### config.mk
export PLATFORM = sky130hd
export DESIGN_NAME = mem_arbiter
export DESIGN_NICKNAME = d
export VERILOG_FILES = /design/src/rtl/mem_arb_pkg.sv /design/src/rtl/mem_arb_pick.sv /design/src/rtl/mem_arbiter.sv
export SDC_FILE = /design/constraint.sdc
export NUM_CORES = 1
export LEC_CHECK = 0
export ABC_CLOCK_PERIOD_IN_PS = 3600
export BUFFER_PORTS_ARGS = -buffer_cell sky130_fd_sc_hd__buf_2
export CORE_UTILIZATION = 24
export DETAILED_ROUTE_END_ITERATION = 6
export PLACE_DENSITY = 0.5
export SYNTH_ARGS = -nofsm -noshare
export SYNTH_HDL_FRONTEND = slang
export SYNTH_SLANG_ARGS = --single-unit
### constraint.sdc
create_clock -name clk -period 3.6 [get_ports clk]
set_input_delay 0.72 -clock clk [delete_from_list [all_inputs] [get_ports clk]]
set_output_delay 0.72 -clock clk [all_outputs]
set_load 0.02 [all_outputs]
### src/rtl/mem_arb_pkg.sv
// mem_arb_pkg: shared types and default constants for the memory arbiter.
//   state_e  : arbiter FSM states (IDLE / REQ / WAIT)
//   owner_e  : which requester owns the outstanding transaction
//   DEF_*    : default parameter values for mem_arbiter
package mem_arb_pkg;

    localparam int DEF_ADDR_W  = 32;
    localparam int DEF_DATA_W  = 32;
    localparam int DEF_TIMEOUT = 255;

    typedef enum logic [1:0] {
        IDLE = 2'd0,
        REQ  = 2'd1,
        WAIT = 2'd2
    } state_e;

    typedef enum logic {
        OWN_IF = 1'b0,
        OWN_LS = 1'b1
    } owner_e;

endpackage

### src/rtl/mem_arb_pick.sv
// mem_arb_pick: winner selection between fetch (IF) and load/store (LS).
//   if_req, ls_req : pending requests
//   last_win       : requester granted most recently
//   winner         : selected requester (meaningful when valid=1)
//   valid          : at least one request present
// Build option: define MEM_ARB_RR_EN for round-robin on simultaneous
// requests; otherwise LS has fixed priority and last_win is ignored.
module mem_arb_pick
    import mem_arb_pkg::*;
(
    input  logic   if_req,
    input  logic   ls_req,
    input  owner_e last_win,
    output owner_e winner,
    output logic   valid
);

`ifdef MEM_ARB_RR_EN
    always_comb begin
        valid  = if_req | ls_req;
        winner = OWN_IF;
        if (if_req && ls_req)
            winner = (last_win == OWN_LS) ? OWN_IF : OWN_LS;
        else if (ls_req)
            winner = OWN_LS;
    end
`else
    logic unused_last;
    assign unused_last = (last_win == OWN_LS);

    always_comb begin
        valid  = if_req | ls_req;
        winner = ls_req ? OWN_LS : OWN_IF;
    end
`endif

endmodule

### src/rtl/mem_arbiter.sv
// mem_arbiter: arbitrates an instruction-fetch port and a load/store port
// onto one shared memory port, one transaction outstanding at a time.
//   clk, rst_n                 : clock; synchronous active-high reset
//   if_req/if_addr             : fetch read request
//   if_gnt/if_rvalid/if_rdata  : fetch grant pulse and response
//   ls_req/ls_we/ls_addr/ls_wdata/ls_be : load/store request
//   ls_gnt/ls_rvalid/ls_rdata  : load/store grant pulse and response
//   mem_req/we/addr/wdata/be   : shared memory request
//   mem_gnt/mem_rvalid/mem_rdata : memory accept and response
//   bus_err                    : pulses with a timeout response
// Build option: MEM_ARB_RR_EN selects round-robin arbitration (default is
// fixed LS priority).
module mem_arbiter
    import mem_arb_pkg::*;
#(
    parameter int ADDR_W  = DEF_ADDR_W,
    parameter int DATA_W  = DEF_DATA_W,
    parameter int TIMEOUT = DEF_TIMEOUT
) (
    input  logic                clk,
    input  logic                rst_n,
    input  logic                if_req,
    input  logic [ADDR_W-1:0]   if_addr,
    output logic                if_gnt,
    output logic                if_rvalid,
    output logic [DATA_W-1:0]   if_rdata,
    input  logic                ls_req,
    input  logic                ls_we,
    input  logic [ADDR_W-1:0]   ls_addr,
    input  logic [DATA_W-1:0]   ls_wdata,
    input  logic [DATA_W/8-1:0] ls_be,
    output logic                ls_gnt,
    output logic                ls_rvalid,
    output logic [DATA_W-1:0]   ls_rdata,
    output logic                mem_req,
    output logic                mem_we,
    output logic [ADDR_W-1:0]   mem_addr,
    output logic [DATA_W-1:0]   mem_wdata,
    output logic [DATA_W/8-1:0] mem_be,
    input  logic                mem_gnt,
    input  logic                mem_rvalid,
    input  logic [DATA_W-1:0]   mem_rdata,
    output logic                bus_err
);

    localparam int BE_W  = DATA_W / 8;
    // Counter only has to reach TIMEOUT-1 (the last WAIT cycle).
    localparam int CNT_W = (TIMEOUT > 1) ? $clog2(TIMEOUT) : 1;

    state_e              state, state_nxt;
    owner_e              owner, last_win, winner;
    logic                pick_vld;
    logic                grant, resp, timed_out;
    logic [DATA_W-1:0]   rsp_data;
    logic [CNT_W-1:0]    cnt;
    logic                r_we;
    logic [ADDR_W-1:0]   r_addr;
    logic [DATA_W-1:0]   r_wdata;
    logic [BE_W-1:0]     r_be;

    mem_arb_pick u_pick (
        .if_req   (if_req),
        .ls_req   (ls_req),
        .last_win (last_win),
        .winner   (winner),
        .valid    (pick_vld)
    );

    assign timed_out = (cnt == CNT_W'(TIMEOUT - 1));

    always_ff @(posedge clk) begin
        if (rst_n) state <= IDLE;
        else       state <= state_nxt;
    end

    // All outputs are held low while reset is asserted so that a grant or
    // response can never be issued for a transaction that reset discards.
    always_comb begin
        state_nxt = state;
        grant     = 1'b0;
        resp      = 1'b0;
        rsp_data  = '0;
        if_gnt    = 1'b0;
        ls_gnt    = 1'b0;
        if_rvalid = 1'b0;
        ls_rvalid = 1'b0;
        if_rdata  = '0;
        ls_rdata  = '0;
        mem_req   = 1'b0;
        mem_we    = 1'b0;
        mem_addr  = '0;
        mem_wdata = '0;
        mem_be    = '0;
        bus_err   = 1'b0;
        if (!rst_n) begin
            case (state)
                IDLE: begin
                    if (pick_vld) begin
                        grant     = 1'b1;
                        if_gnt    = (winner == OWN_IF);
                        ls_gnt    = (winner == OWN_LS);
                        state_nxt = REQ;
                    end
                end
                REQ: begin
                    mem_req   = 1'b1;
                    mem_we    = r_we;
                    mem_addr  = r_addr;
                    mem_wdata = r_wdata;
                    mem_be    = r_be;
                    if (mem_gnt) state_nxt = WAIT;
                end
                WAIT: begin
                    // A real response in the timeout cycle wins over the error.
                    if (mem_rvalid || timed_out) begin
                        resp      = 1'b1;
                        rsp_data  = mem_rvalid ? mem_rdata : '0;
                        bus_err   = ~mem_rvalid;
                        state_nxt = IDLE;
                    end
                end
                default: state_nxt = IDLE;
            endcase
            if (resp) begin
                if (owner == OWN_IF) begin
                    if_rvalid = 1'b1;
                    if_rdata  = rsp_data;
                end else begin
                    ls_rvalid = 1'b1;
                    ls_rdata  = rsp_data;
                end
            end
        end
    end

    always_ff @(posedge clk) begin
        if (rst_n) begin
            owner   <= OWN_IF;
            cnt     <= '0;
            r_we    <= 1'b0;
            r_addr  <= '0;
            r_wdata <= '0;
            r_be    <= '0;
        end else begin
            if (grant) begin
                owner <= winner;
                if (winner == OWN_LS) begin
                    r_we    <= ls_we;
                    r_addr  <= ls_addr;
                    r_wdata <= ls_wdata;
                    r_be    <= ls_be;
                end else begin
                    r_we    <= 1'b0;
                    r_addr  <= if_addr;
                    r_wdata <= '0;
                    r_be    <= '1;
                end
            end
            // Held at zero through REQ so it starts from zero on WAIT entry.
            if (state == WAIT) cnt <= cnt + CNT_W'(1);
            else               cnt <= '0;
        end
    end

`ifdef MEM_ARB_RR_EN
    always_ff @(posedge clk) begin
        if (rst_n)      last_win <= OWN_IF;
        else if (grant) last_win <= winner;
    end
`else
    assign last_win = OWN_IF;
`endif

endmodule

==> results of run 1 <==
## per-layer routing
metal | share of wire, % | routed length [um] | GRT usage [%]
met1 | 44 | 6190 | 18.7
met2 | 48 | 6740 | 27.0
met3 | 6.9 | 969 | 3.92
met4 | 1.0 | 145 | 4.17
met5 | 0 | 0 | 0
## layout by cell type, fill, tap and decap left out, types with 7 or more instances in the layout
master,synthesis,layout
a211oi_2,30,30
a21oi_1,36,36
a22o_1,34,34
and2_1,70,69
buf_2,9,277
buf_4,0,10
clkbuf_16,0,9
dfxtp_1,80,80
inv_1,7,7
mux2i_1,32,32
nand2_1,36,36
nor2_1,67,67
## stage by stage
| step | area [sq um] | power [mW] | cells | hold WS, ns |
|---|---|---|---|---|
| after floorplan | 4140 | 1.36 | 477 | 0.434 |
| after global routing | 6000 | 2.59 | 958 | 0.479 |
| after CTS | 6000 | 2.50 | 957 | 0.469 |
| after detailed placement | 5690 | 1.54 | 941 | 0.450 |
| after global placement | 5690 | 1.54 | 941 | 0.450 |
| final | 6000 | 2.45 | 958 | 0.465 |
## critical path, delay by kind of cell, from the launching register on
family        cells  cell delay (ns)
flops             1             0.37
simple gates      2             0.68
buf+inv           3             0.58
## state kept, by name (all words and copies together) (netlist names)
signal,cells
r_wdata,32
owner,1
r_addr,32
r_be,4
r_we,1
cnt,8
state,2
## worst min-delay path by stage
stage,from,end,slack (ns),cells after the start
finish,r_wdata[2],r_wdata[2],0.46,1
global route,r_wdata[7],r_wdata[7],0.48,1
detailed placement,r_wdata[8],r_wdata[8],0.45,1
floorplan,r_wdata[10],r_wdata[10],0.43,1
global placement,r_wdata[29],r_wdata[29],0.45,1
CTS,r_wdata[29],r_wdata[29],0.47,1
## kinds of logic after synthesis
kind of cell	count (synthesis)	synth area share [%]
xor gates and xnor gates	3	0.635
buffers and inverters	52	5.89
AOI/OAI and AO/OA	114	23.5
adders and majority gates	2	0.604
muxes	32	7.73
and+or+nand+nor	194	23.0
DFF	80	38.7
## cell type report
type,instances,area [sq um],area share (%)
diodes,1,2.50,0.0417
clock buffers,9,225,3.75
clock inverters,7,78.8,1.31
inverters,8,30.0,0.501
multi-input cells,345,2300,38.4
flip-flops and latches,80,1600,26.7
well taps,220,275,4.59
repair buffers,288,1480,24.7
## power by group through the flow
stage	sequential [mW]	combinational [mW]	clock (mW)
global route	1.02	0.550	1.01
detailed placement	1.03	0.508	0
global placement	1.03	0.506	0
finish	1.01	0.500	0.933
CTS	1.01	0.510	0.976
floorplan	1.02	0.342	0
==> results by group, run 1 <==
Critical path
  – CP Class: flip-flop to output port
  – Critical-path top delay cell: nor3_4
  – CP Data Arrival Time: about 2 ns
  – Slowest stage delay, CP: ~0.48 ns
  – R2R Path End: r_be[3]
  – R2R setup slack: 1.73 ns
  – CP Cell Sequence: inv_1 > nor3_4 > buf_12 > and2_1 > buf_2
  – RR Startpoint: state[1]
  – WP data required: around 2.9 ns
  – Startpoint types: flip-flop
  – Worst setup startpoint: state[0]
  – Largest fanout on the critical path: 45
  – CP endpoint: mem_be[2]
  – Reg2reg path depth: 3
  – CP Capture Type: output port

Drt
  – Antenna Nets Post-Route: 0
  – Routed vias: about 4200
  – Initial DRC count: roughly 110
  – Residual DRC: 0
  – First drt pass iteration count: 4
  – Routed len/inst: approximately 15 um
  – WL final: approximately 14 mm
  – Drt via density: around 4.4

Power
  – Pleak: 3.04 nW
  – Sw Ratio: 29.5%
  – Sequential power share: 41.4%
  – Maximum vdd drop: between 200 and 250 uV
  – Clock power share: a little under two fifths
  – Switching power: between 0.7 and 0.8 mW
  – Cell Pwr Density: about 410 mW/mm^2
  – Logic pwr share: 20.4%
  – Internal: between 1.5 and 2 mW

Clocking
  – CTS Sinks: 80
  – CTS Root Cell: clkbuf_16
  – CTS Hold Bufs: 0
  – Post-CTS Resized: 0
  – Htree depth: 3
  – Clk_lat worst skew: 0.34 ns
  – CTS tree: built
  – TritonCTS buffer count: 9
  – Clk buf depth: 2
  – Clk pin slew, worst setup/hold paths: roughly 0.06 ns
  – Setup repair bufs after CTS: 0

Worst hold path
  – HP Class: flip-flop to flip-flop

STA
  – Least-Margin Pin Slew: 1.13 ns
  – Final hold violation count: 0
  – Period utilisation layout: around three quarters
  – Final WS setup: between 0.8 and 0.9 ns
  – Count of final setup violators: 0
  – Worst slew margin: around 25%
  – RSZ-0062 raised after global routing: false
  – Fmax: roughly 370 MHz
  – Post-route minimum period: between 2 and 3 ns
  – Fin Clk Skew: ~0.009 ns
  – Slew Limit Fails: 0
  – Setup TNS: 0 ns

Die
  – Die ar.: approximately 0.018 sq mm
  – Die W: between 100 and 150 um
  – Initial Util: 24.8%
  – Row count: 47
  – I/O pins: between 200 and 300
  – Core area: roughly 0.017 sq mm
  – DIE HEIGHT: 133 um

Global routing
  – Largest net degree at the start of global routing: 46
  – Grt total ovfl: 0
  – Gr usage total: between 10% and 20%
  – First-pass GRT wire length: 21.2 mm
  – Initial antenna violation count: 1
  – Number of global-route vias before repair: around 4000

Synth
  – Syn Area/Cell: around 8.7 sq um
  – Ys async rst share: 0%
  – Post-synth EDFFs: 0
  – Prevailing post-synth register cell: dfxtp_1
  – Post-synth net total: between 600 and 700
  – Synth warn: 0
  – Top-count cell post-synth: dfxtp_1
  – Top cells by count, synth: dfxtp_1 (80), and2_1 (70), nor2_1 (67)
  – Mapped Cells: approximately 480
  – Synth area leader: dfxtp_1
  – Post-synth cell types: 35
  – Synth area leaders: dfxtp_1 (39%), and2_1 (11%), a211oi_2 (9.1%)
  – Post-Syn Area: around 0.0041 sq mm
  – Seq/Total Area, Yosys: 38.7%
  – Top-area cell type share of the netlist area: between 30% and 40%
  – Flops & latches, synth: 80

Place
  – Hpwl dp: 10.1 mm
  – Final Wtd Congestion: 0.786
  – Pre-CTS setup slack: 0.869 ns
  – Buffers on Ports: ~280

Finish
  – Share of layout cells above drive strength 1: a little under half
  – Post-Route Utilization: 35.9%
  – Nets: just under 900
  – # fillers: 1782
  – Area delta synth->final: 44.8%

Outcome
  – Status: completed

Job
  – Max capacitance violation total: 0
Power figures use the tool's default switching activity.
==> run 2, diff against run 1 <==
Settings changed: ABC_CLOCK_PERIOD_IN_PS 3600 to 2300, PLACE_DENSITY 0.5 to 0.52.
Clock period 3.6 ns to 2.3 ns, I/O delays scaled along.
==> run 2 against run 1 <==
  * Critical path depth rose by 1
  * Global-route usage rose by 1.2 points
  * First-iteration DRC count rose by 6.2%
  * Combinational power rose by 65%
  * Critical endpoint is now ls_rvalid
  * Highest routed layer unchanged
==> results by group, run 2 (synthesized netlist as in run 1, its figures left out) <==
Outcome
  – Status: completed

Critical path
  – CP Capture Type: output port
  – RR Startpoint: state[1]
  – R2R setup slack: about 0.76 ns
  – Largest fanout on the critical path: 5
  – Startpoint types: flip-flop
  – WP data required: 1.84 ns
  – R2R Path End: r_wdata[5]
  – CP Data Arrival Time: about 1.7 ns
  – CP Class: flip-flop to output port
  – Reg2reg path depth: 5

STA
  – Slew Limit Fails: 0
  – Count of final setup violators: 0
  – Final WS setup: 0.133 ns
  – Period utilisation layout: between 90% and 100%
  – Least-Margin Pin Slew: approximately 0.54 ns
  – Post-route minimum period: between 2 and 2.5 ns
  – Hold_ws: roughly 0.33 ns
  – Setup TNS: 0 ns
  – Fin Clk Skew: about 0.0056 ns
  – Worst slew margin: 64.0%
  – Final hold violation count: 0
  – Fmax: between 400 and 500 MHz

Drt
  – Residual DRC: 0
  – Routed vias: 4328
  – Initial DRC count: 120
  – Routed len/inst: 15.5 um
  – WL final: roughly 15 mm
  – Antenna Nets Post-Route: 0
  – Drt via density: 4.49
  – First drt pass iteration count: 4

Worst hold path
  – HP Class: primary input to flip-flop
  – WHS Path Cells: 2
  – Worst Hold Path EP: r_wdata[15]
  – Hold path startpoint: ls_wdata[15]

Power
  – Total power: between 3 and 4 mW
  – Sw Ratio: 27.5%
  – Pleak: 3.11 nW
  – Sequential power share: about 40%
  – Switching power: roughly 1.1 mW
  – Logic pwr share: between 20% and 30%
  – Clock power share: about 40%
  – Internal: a little under 3 mW
  – Maximum vdd drop: roughly 380 uV
  – Cell Pwr Density: between 600 and 700 mW/mm^2

Place
  – Hpwl dp: approximately 11 mm
  – Buffers on Ports: 277
  – Pre-CTS setup slack: approximately 0.27 ns
  – Final Wtd Congestion: between 0.8 and 0.9
  – Post-DP Area: around 0.0058 sq mm

Clocking
  – Setup repair bufs after CTS: 0
  – TritonCTS buffer count: 9
  – Post-CTS Resized: 0
  – CTS Hold Bufs: 0
  – Htree depth: 3
  – CTS tree: built
  – CTS Root Cell: clkbuf_16
  – CTS Sinks: 80
  – Clk pin slew, worst setup/hold paths: 0.06 ns
  – Clk_lat worst skew: approximately 0.34 ns
  – Clk buf depth: 2

Global routing
  – Initial antenna violation count: 0
  – Number of global-route vias before repair: 4189
  – First-pass GRT wire length: ~23 mm
  – Gr usage total: between 10% and 20%
  – Grt total ovfl: 0
  – Largest net degree at the start of global routing: 45

Finish
  – Commonest non-fill, non-tap cell in the layout: buf_2
  – Post-route cell area: roughly 0.0061 sq mm
  – # fillers: about 1800
  – Nets: approximately 900
  – FF+latch area: 0.00160 sq mm
  – Antenna Diode Count: 0
  – Area taken by multi-input logic gates: between 0.002 and 0.0025 sq mm
  – Share of layout cells above drive strength 1: a little under half
  – Largest registers: r_addr x32, r_wdata x32, cnt x8
  – Most frequent cells in the layout: buf_2 (277), dfxtp_1 (80), and2_1 (69)
  – Area delta synth->final: 48.2%

Die
  – DIE HEIGHT: approximately 130 um
  – Die ar.: 0.0178 sq mm
  – Initial Util: between 20 and 25%
  – Die W: about 130 um
  – Core area: about 0.017 sq mm
  – Row count: 47
  – I/O pins: about 280

Job
  – Max capacitance violation total: 0
run 2: cell count changes in the layout (fill, tap and decap cells not counted):
cell	before	now
a211oi_1	4	2
a211oi_2	30	32
buf_12	1	5
buf_4	10	13
bufinv_16	1	2
clkbuf_8	0	2
clkinv_2	1	0
clkinv_4	1	2
clkinvlp_4	2	0
diode_2	1	0
inv_6	1	0
inv_8	1	0
nor3_1	4	3
nor3_2	0	1
run 2: how the worst max path moves through the flow:
stage,start,end,cells past startpoint
finish,cnt[0],ls_rvalid,6
CTS,state[1],ls_gnt,4
global route,state[0],mem_be[3],5
detailed placement,rst_n,ls_gnt,5
floorplan,rst_n,mem_addr[22],4
global placement,rst_n,ls_gnt,5
run 2: per-stage QoR:
step           utilization (%)  instances
2_1_floorplan                -        477
3_3_place_gp              34.7        948
3_5_place_dp              34.7        948
4_1_cts                   36.7        963
5_1_grt                   36.8        963
6_report                  36.8        963
run 2: worst max-delay path: stages, from the launching register on:
cell	delay, ns
dfxtp_1	0.35
inv_1	0.07
ha_1	0.14
nand3_1	0.06
or2_2	0.33
a211oi_2	0.23
buf_2	0.19
run 2: power groups by stage:
stage          clock (mW)  combinational [mW]  sequential, mW
3_3_place_gp            0               0.840            1.61
4_1_cts              1.63               0.844            1.58
2_1_floorplan           0               0.535            1.59
6_report             1.57               0.827            1.58
3_5_place_dp            0               0.841            1.61
5_1_grt              1.68               0.909            1.60
run 2: cell type report:
class | count | area share (%)
multi-input combinational | 345 | 37.8
sequential | 80 | 26.1
timing repair buffer | 295 | 25.8
tap | 220 | 4.48
clock buffer | 11 | 4.12
clock inverter | 4 | 1.26
inverter | 8 | 0.489
run 2: per-layer routing:
| layer | vias up | share of wire [%] | track usage (%) |
|---|---|---|---|
| met5 | - | 0 | 0 |
| met3 | 13 | 6.2 | 2.82 |
| met4 | 0 | 1.6 | 5.93 |
| met1 | 1953 | 43 | 19.7 |
| li1 | 2175 | - | - |
| met2 | 187 | 50 | 30.1 |
